## src/rtl/booth_div_seq_if.sv

```systemverilog
// Start/ready handshake and operand/result bundle for the sequential divider.
// The slave modport is the divider; the master modport is whoever issues divisions.
interface booth_div_seq_if #(
    parameter int WIDTH = 16
);
    logic             start;
    logic [WIDTH-1:0] dividend;
    logic [WIDTH-1:0] divisor;
    logic [WIDTH-1:0] quotient;
    logic [WIDTH-1:0] remainder;
    logic             ready;
    logic             busy;
    logic             div_by_zero;

    modport slave (
        input  start, dividend, divisor,
        output quotient, remainder, ready, busy, div_by_zero
    );

    modport master (
        output start, dividend, divisor,
        input  quotient, remainder, ready, busy, div_by_zero
    );
endinterface

```

## src/rtl/booth_div_seq.sv

```systemverilog
// Sequential radix-2 restoring divider, one quotient bit per clock.
// Define SIGNED_DIV_EN for two's-complement operands (adds the FIX sign-correction state).
module booth_div_seq #(
    parameter int WIDTH = 16,
    parameter int CNT_W = 5
) (
    input  logic            clk,
    input  logic            rst_n,
    booth_div_seq_if.slave  bus
);

`ifdef SIGNED_DIV_EN
    typedef enum logic [1:0] {IDLE = 2'd0, CALC = 2'd1, FIX = 2'd2, DONE = 2'd3} state_t;
`else
    typedef enum logic [1:0] {IDLE = 2'd0, CALC = 2'd1, DONE = 2'd3} state_t;
`endif

    state_t             state_q, state_d;
    logic [CNT_W-1:0]   count_q, count_d;
    // Partial remainder is always below the divisor, so WIDTH bits are enough.
    logic [WIDTH-1:0]   r_q, r_d;
    logic [WIDTH-1:0]   q_q, q_d;
    logic [WIDTH-1:0]   d_q, d_d;
    logic [WIDTH-1:0]   quo_q, quo_d;
    logic [WIDTH-1:0]   rem_q, rem_d;
    logic               ready_q, ready_d;
    logic               busy_q, busy_d;
    logic               dbz_q, dbz_d;
    logic               zero_pend_q, zero_pend_d;
`ifdef SIGNED_DIV_EN
    logic               neg_quo_q, neg_quo_d;
    logic               neg_rem_q, neg_rem_d;
`endif

    logic [WIDTH:0]     shifted_s;
    logic [WIDTH:0]     diff_s;
    logic [WIDTH-1:0]   r_next_s;
    logic [WIDTH-1:0]   q_next_s;

`ifdef SIGNED_DIV_EN
    function automatic logic [WIDTH-1:0] neg2(input logic [WIDTH-1:0] v);
        return ~v + {{(WIDTH-1){1'b0}}, 1'b1};
    endfunction

    function automatic logic [WIDTH-1:0] mag(input logic [WIDTH-1:0] v);
        return v[WIDTH-1] ? neg2(v) : v;
    endfunction
`endif

    // One restoring step: trial-subtract the divisor from the shifted remainder.
    always_comb begin
        shifted_s = {r_q, q_q[WIDTH-1]};
        diff_s    = shifted_s - {1'b0, d_q};
        if (diff_s[WIDTH] == 1'b0) begin
            r_next_s = diff_s[WIDTH-1:0];
            q_next_s = {q_q[WIDTH-2:0], 1'b1};
        end else begin
            r_next_s = shifted_s[WIDTH-1:0];
            q_next_s = {q_q[WIDTH-2:0], 1'b0};
        end
    end

    // Next-state and datapath control.
    always_comb begin
        state_d     = state_q;
        count_d     = count_q;
        r_d         = r_q;
        q_d         = q_q;
        d_d         = d_q;
        quo_d       = quo_q;
        rem_d       = rem_q;
        ready_d     = ready_q;
        busy_d      = busy_q;
        dbz_d       = dbz_q;
        zero_pend_d = zero_pend_q;
`ifdef SIGNED_DIV_EN
        neg_quo_d   = neg_quo_q;
        neg_rem_d   = neg_rem_q;
`endif
        case (state_q)
            IDLE, DONE: begin
                // A zero divisor publishes its result one edge after acceptance.
                if (state_q == DONE && zero_pend_q) begin
                    quo_d       = {WIDTH{1'b1}};
                    rem_d       = q_q;
                    dbz_d       = 1'b1;
                    ready_d     = 1'b1;
                    zero_pend_d = 1'b0;
                end else begin
                    zero_pend_d = zero_pend_q;
                end
                if (bus.start) begin
                    count_d = {CNT_W{1'b0}};
                    ready_d = 1'b0;
                    dbz_d   = 1'b0;
                    r_d     = {WIDTH{1'b0}};
                    if (bus.divisor == {WIDTH{1'b0}}) begin
                        state_d     = DONE;
                        q_d         = bus.dividend;
                        zero_pend_d = 1'b1;
                        busy_d      = 1'b0;
                    end else begin
                        state_d     = CALC;
                        busy_d      = 1'b1;
                        zero_pend_d = 1'b0;
`ifdef SIGNED_DIV_EN
                        q_d         = mag(bus.dividend);
                        d_d         = mag(bus.divisor);
                        neg_quo_d   = bus.dividend[WIDTH-1] ^ bus.divisor[WIDTH-1];
                        neg_rem_d   = bus.dividend[WIDTH-1];
`else
                        q_d         = bus.dividend;
                        d_d         = bus.divisor;
`endif
                    end
                end else begin
                    state_d = state_q;
                end
            end
            CALC: begin
                r_d     = r_next_s;
                q_d     = q_next_s;
                count_d = count_q + {{(CNT_W-1){1'b0}}, 1'b1};
                if (count_q == CNT_W'(WIDTH - 1)) begin
`ifdef SIGNED_DIV_EN
                    state_d = FIX;
`else
                    state_d = DONE;
                    quo_d   = q_next_s;
                    rem_d   = r_next_s;
                    ready_d = 1'b1;
                    busy_d  = 1'b0;
`endif
                end else begin
                    state_d = CALC;
                end
            end
`ifdef SIGNED_DIV_EN
            FIX: begin
                quo_d   = neg_quo_q ? neg2(q_q) : q_q;
                rem_d   = neg_rem_q ? neg2(r_q) : r_q;
                ready_d = 1'b1;
                busy_d  = 1'b0;
                state_d = DONE;
            end
`endif
            default: begin
                state_d = IDLE;
                busy_d  = 1'b0;
                ready_d = 1'b0;
            end
        endcase
    end

    // State and datapath registers with synchronous active-low reset.
    always_ff @(posedge clk) begin
        if (!rst_n) begin
            state_q     <= IDLE;
            count_q     <= {CNT_W{1'b0}};
            r_q         <= {WIDTH{1'b0}};
            q_q         <= {WIDTH{1'b0}};
            d_q         <= {WIDTH{1'b0}};
            quo_q       <= {WIDTH{1'b0}};
            rem_q       <= {WIDTH{1'b0}};
            ready_q     <= 1'b0;
            busy_q      <= 1'b0;
            dbz_q       <= 1'b0;
            zero_pend_q <= 1'b0;
`ifdef SIGNED_DIV_EN
            neg_quo_q   <= 1'b0;
            neg_rem_q   <= 1'b0;
`endif
        end else begin
            state_q     <= state_d;
            count_q     <= count_d;
            r_q         <= r_d;
            q_q         <= q_d;
            d_q         <= d_d;
            quo_q       <= quo_d;
            rem_q       <= rem_d;
            ready_q     <= ready_d;
            busy_q      <= busy_d;
            dbz_q       <= dbz_d;
            zero_pend_q <= zero_pend_d;
`ifdef SIGNED_DIV_EN
            neg_quo_q   <= neg_quo_d;
            neg_rem_q   <= neg_rem_d;
`endif
        end
    end

    assign bus.quotient    = quo_q;
    assign bus.remainder   = rem_q;
    assign bus.ready       = ready_q;
    assign bus.busy        = busy_q;
    assign bus.div_by_zero = dbz_q;

endmodule
```

## src/flat_wrapper.sv

```systemverilog
// flat-port wrapper written by rule: the top's interface ports become plain ports
module booth_div_seq_flat 
#(
    parameter int WIDTH = 16,
    parameter int CNT_W = 5
)
  (clk, rst_n, bus_start, bus_dividend, bus_divisor, bus_quotient, bus_remainder, bus_ready, bus_busy, bus_div_by_zero);
  booth_div_seq_if #(.WIDTH(WIDTH)) bus_i ();
  input  logic clk;
  input  logic rst_n;
  input wire logic [$bits(bus_i.start)-1:0] bus_start;
  input wire logic [$bits(bus_i.dividend)-1:0] bus_dividend;
  input wire logic [$bits(bus_i.divisor)-1:0] bus_divisor;
  output wire logic [$bits(bus_i.quotient)-1:0] bus_quotient;
  output wire logic [$bits(bus_i.remainder)-1:0] bus_remainder;
  output wire logic [$bits(bus_i.ready)-1:0] bus_ready;
  output wire logic [$bits(bus_i.busy)-1:0] bus_busy;
  output wire logic [$bits(bus_i.div_by_zero)-1:0] bus_div_by_zero;
  assign bus_i.start = bus_start;
  assign bus_i.dividend = bus_dividend;
  assign bus_i.divisor = bus_divisor;
  assign bus_quotient = bus_i.quotient;
  assign bus_remainder = bus_i.remainder;
  assign bus_ready = bus_i.ready;
  assign bus_busy = bus_i.busy;
  assign bus_div_by_zero = bus_i.div_by_zero;
  booth_div_seq #(.WIDTH(WIDTH), .CNT_W(CNT_W)) u_core (.clk(clk), .rst_n(rst_n), .bus(bus_i));
endmodule
```

## config.mk

```make
export PLATFORM = sky130hd
export DESIGN_NAME = booth_div_seq_flat
export DESIGN_NICKNAME = d
export VERILOG_FILES = /design/src/rtl/booth_div_seq_if.sv /design/src/rtl/booth_div_seq.sv /design/src/flat_wrapper.sv
export SDC_FILE = /design/constraint.sdc
export NUM_CORES = 1
export LEC_CHECK = 0
export CAP_MARGIN = 20
export CORE_UTILIZATION = 36
export DETAILED_ROUTE_END_ITERATION = 8
export HOLD_SLACK_MARGIN = 0.12
export PLACE_DENSITY = 0.57
export RECOVER_POWER = 25
export SLEW_MARGIN = 5
export SYNTH_ARGS = -nofsm -noshare
export SYNTH_HDL_FRONTEND = slang
export SYNTH_SLANG_ARGS = --single-unit
```

## constraint.sdc

```tcl
create_clock -name clk -period 2.2 [get_ports clk]
set_input_delay 0.33 -clock clk [delete_from_list [all_inputs] [get_ports clk]]
set_output_delay 0.33 -clock clk [all_outputs]
set_load 0.03 [all_outputs]
```

==> metrics.md <==
| Metric | Value |
|---|---|
| Outcome | `finished, violations left` |
| Failing checks | `setup timing` |
| Synth cell types | `58` |
| DP HPWL | `between 10000 and 15000 um` |
| Worst-path maximum fanout | `11` |
| Prevailing post-synth register cell | `dfxtp_1` |
| Post-synthesis mux area share | `under 10%` |
| Number of diodes | `0` |
| Initial Utilization | `around 37%` |
| Max Clk Rate | `427 MHz` |
| CP Cell Sequence | `inv_2 > ha_4 > inv_2 > fa_2 > a211oi_2 > o211ai_1 > nand3_2 > nand2_4 > buf_12 > buf_12 > mux2_4 > nand2_2 > a31oi_1` |
| Max-cap viol count | `0` |
| # DRC | `0` |
| DR iter-0 viols | `around 360` |
| Crit Path Category | `flop to flop` |
| Slew Viols, Final | `0` |
| Port bufs | `between 60 and 70` |
| Post-Syn Area per Cell | `between 8 and 9 um2` |
| Vias in the first global route | `4771` |
| CP Capture Type | `flop` |
| Worst vdd ir | `752 uV` |
| Reg2Reg Depth | `13` |
| RD Place Congestion | `0.844` |
| Seq/Total Area, Yosys | `between 30% and 40%` |
| WL per Instance | `between 15 and 20 um` |
| Setup violators final | `29` |
| Dpl cells | `906` |
| Period Utilization, post-route | `106%` |
| Clk_lat worst skew | `about 0.36 ns` |
| Maximum clock path buffer count | `2` |
| Slowest stage cell, crit path | `fa_2` |
| Syn nets | `663` |
| Synthesized cell area | `around 5000 um2` |
| Ys Warns | `0` |
| Total power | `around 9.1 mW` |
| Worst path max stage delay | `about 0.34 ns` |
| Hold Slack | `0.447 ns` |
| Post-synth EDFFs | `0` |
| Post-Synth XOR/XNOR Area | `around 3.6%` |
| Total number of vias | `between 4k and 5k` |
| Non-Filler Instances | `between 900 and 1k` |
| Hold Crit Class | `flop to flop` |
| Ys async rst share | `0%` |
| Nets | `~800` |
| Clock sink count | `between 90 and 100` |
| Worst slew pin tran | `just under 0.7 ns` |
| Core ar. | `~13000 um2` |
| Die Ht | `between 100 and 150 um` |
| CP endpoint | `u_core.bus.remainder[1]` |
| IO Pins | `70` |
| Pre-antenna DRT Iters | `5` |
| Area growth syn-to-layout | `44.1%` |
| Arr. time, crit path | `2.57 ns` |
| Cts hold-fix bufs | `0` |
| GRT overflow | `0` |
| RSZ-0062 raised after global routing | `true` |
| Critical path launch point type | `flop` |
| Worst-path clk slew | `~0.07 ns` |
| Share of cells above drive strength 1 | `23.2%` |
| CP startpoint | `u_core.q_q[15]` |
| Leak Pwr | `between 2 and 3 nW` |
| Vias per cell | `5.27` |
| TritonCTS clock tree | `yes` |
| Number of fill cells | `around 1.2k` |
| First-pass GRT wire length | `roughly 24000 um` |
| H-tree Lvls | `3` |
| Tot GR Track Use | `a little over a fifth` |
| Final core occ | `a little over half` |
| Compound-Gate Fraction of Synth Area | `between 20% and 30%` |
| Initial antenna violation count | `0` |
| Die ar. | `roughly 14000 um2` |
| Cells after Synth | `about 610` |
| Flip-flop and latch count after synthesis | `91` |
| Largest family of logic cells by synthesized area | `compound AO/OA/AOI/OAI gates` |
| Antenna viol nets, final | `0` |
| Req. time, crit path | `~2.4 ns` |
| Adder-Cell Fraction of Synth Area | `between 5 and 6%` |
| Largest net degree at the start of global routing | `between 50 and 60` |
| DIE WIDTH | `between 100 and 150 um` |
| Reg2Reg Capture Point | `u_core.bus.remainder[1]` |
| Final Hold Viols | `0` |
| TritonCTS Buffers | `9` |
| Commonest non-fill, non-tap cells in the layout | `buf_4, dfxtp_1, nor2_1` |
| Final worst slack | `-0.140 ns` |
| Simple-gate area share of the yosys netlist | `~16%` |
| Root buf cell | `clkbuf_16` |
| Final Skew | `0.0106 ns` |
| Row cnt | `between 40 and 50` |
| Worst slew margin | `a little over half` |
| Place WS | `-0.300 ns` |
| Routed WL | `14700 um` |
| R2r setup slk | `-0.14 ns` |
| Tmin final | `2.34 ns` |
| Reg2reg start | `u_core.q_q[15]` |
| Pwr Density | `approximately 1300 nW/um2` |
-- critical path: cells and delay by family, from the launching register on --
| kind | cells | cell delay, ns |
|---|---|---|
| compound gates | 3 | 0.46 |
| fa+ha+maj | 2 | 0.47 |
| buf+inv | 4 | 0.39 |
| flops | 1 | 0.33 |
| mux | 1 | 0.30 |
| simple gates | 3 | 0.28 |
-- state kept, by name, indices dropped and copies added (netlist names), 2 cells and up --
name and count:
u_core.q_q 16, u_core.count_q 5, u_core.bus.remainder 16, u_core.r_q 16, u_core.d_q 16, u_core.bus.quotient 16, u_core.state_q 2
-- cell usage after synthesis, drive strengths merged, types with 12 or more instances --
| cell | number | share of area (%) |
|---|---|---|
| nor2 | 77 | 5.8 |
| a211oi | 18 | 2.8 |
| mux2i | 46 | 9.2 |
| o21ai | 53 | 5.4 |
| nand3 | 17 | 1.8 |
| a31oi | 12 | 1.5 |
| a21oi | 48 | 5.0 |
| clkbuf | 26 | 2.0 |
| buf | 12 | 1.5 |
| nand2 | 53 | 4.2 |
| a311oi | 15 | 2.6 |
| dfxtp | 91 | 37 |
| ha | 21 | 5.3 |
| inv | 39 | 2.9 |
-- how the worst min path moves through the flow --
| stage | slack (ns) | depth (start not counted) | from | endpoint |
|---|---|---|---|---|
| after floorplan | 0.43 | 2 | u_core.count_q[4] | u_core.count_q[4] |
| after global placement | 0.44 | 2 | u_core.bus.quotient[13] | u_core.bus.quotient[13] |
| after detailed placement | 0.45 | 2 | u_core.bus.quotient[2] | u_core.bus.quotient[2] |
| after CTS | 0.46 | 2 | u_core.bus.quotient[2] | u_core.bus.quotient[2] |
| after global routing | 0.47 | 2 | u_core.bus.quotient[1] | u_core.bus.quotient[1] |
| final | 0.45 | 2 | u_core.bus.quotient[2] | u_core.bus.quotient[2] |
-- routing by layer --
| metal | global-route usage [%] | share of wire, % |
|---|---|---|
| met1 | 27.0 | 46 |
| met2 | 35.6 | 49 |
| met3 | 2.52 | 2.8 |
| met4 | 8.67 | 2.0 |
| met5 | 0 | 0 |
-- stage by stage --
step | instance area, um2 | setup TNS, ns
detailed placement | 6540 | -9.14
CTS | 6960 | -1.81
global route | 7180 | -6.33
finish | 7180 | -1.94
floorplan | 5000 | -2.49
global placement | 6540 | -6.91
-- kinds of logic (layout without fill, tap and decap cells) --
kind of cell             after synthesis  in the layout
multiplexers                          47             47
AO/OA/AOI/OAI                        173            173
flip-flops                            91             91
adder cells (fa/ha/maj)               22             22
XOR/XNOR                              16             16
buffers and inverters                 78            225
AND/OR/NAND/NOR                      179            179
-- power breakdown --
group | switching [mW] | total (mW) | internal [mW] | leakage (nW)
combinational | 2.73 | 5.46 | 2.72 | 1.98
sequential | 0.194 | 2.03 | 1.84 | 0.748
clock | 0.690 | 1.60 | 0.912 | 0.141
-- layout make-up --
| class | count | area (um2) | share of cell area (%) |
|---|---|---|---|
| Timing Repair Buffer | 170 | 1560 | 21.7 |
| Clock inverter | 5 | 62.6 | 0.871 |
| Sequential cell | 91 | 1830 | 25.5 |
| Multi-Input combinational cell | 437 | 3120 | 43.5 |
| Tap cell | 176 | 220 | 3.07 |
| Inverter | 40 | 150 | 2.09 |
| Clock buffer | 10 | 239 | 3.33 |
-- repair_timing --
item	in CTS	in global routing
endpoints found under the hold margin	0	0
setup buffers	5	2
endpoints found under the setup margin	44	43
gates cloned	0	1
gates resized for setup	21	34
pin swaps	21	14
No activity file was read; power rests on OpenSTA's default activity.
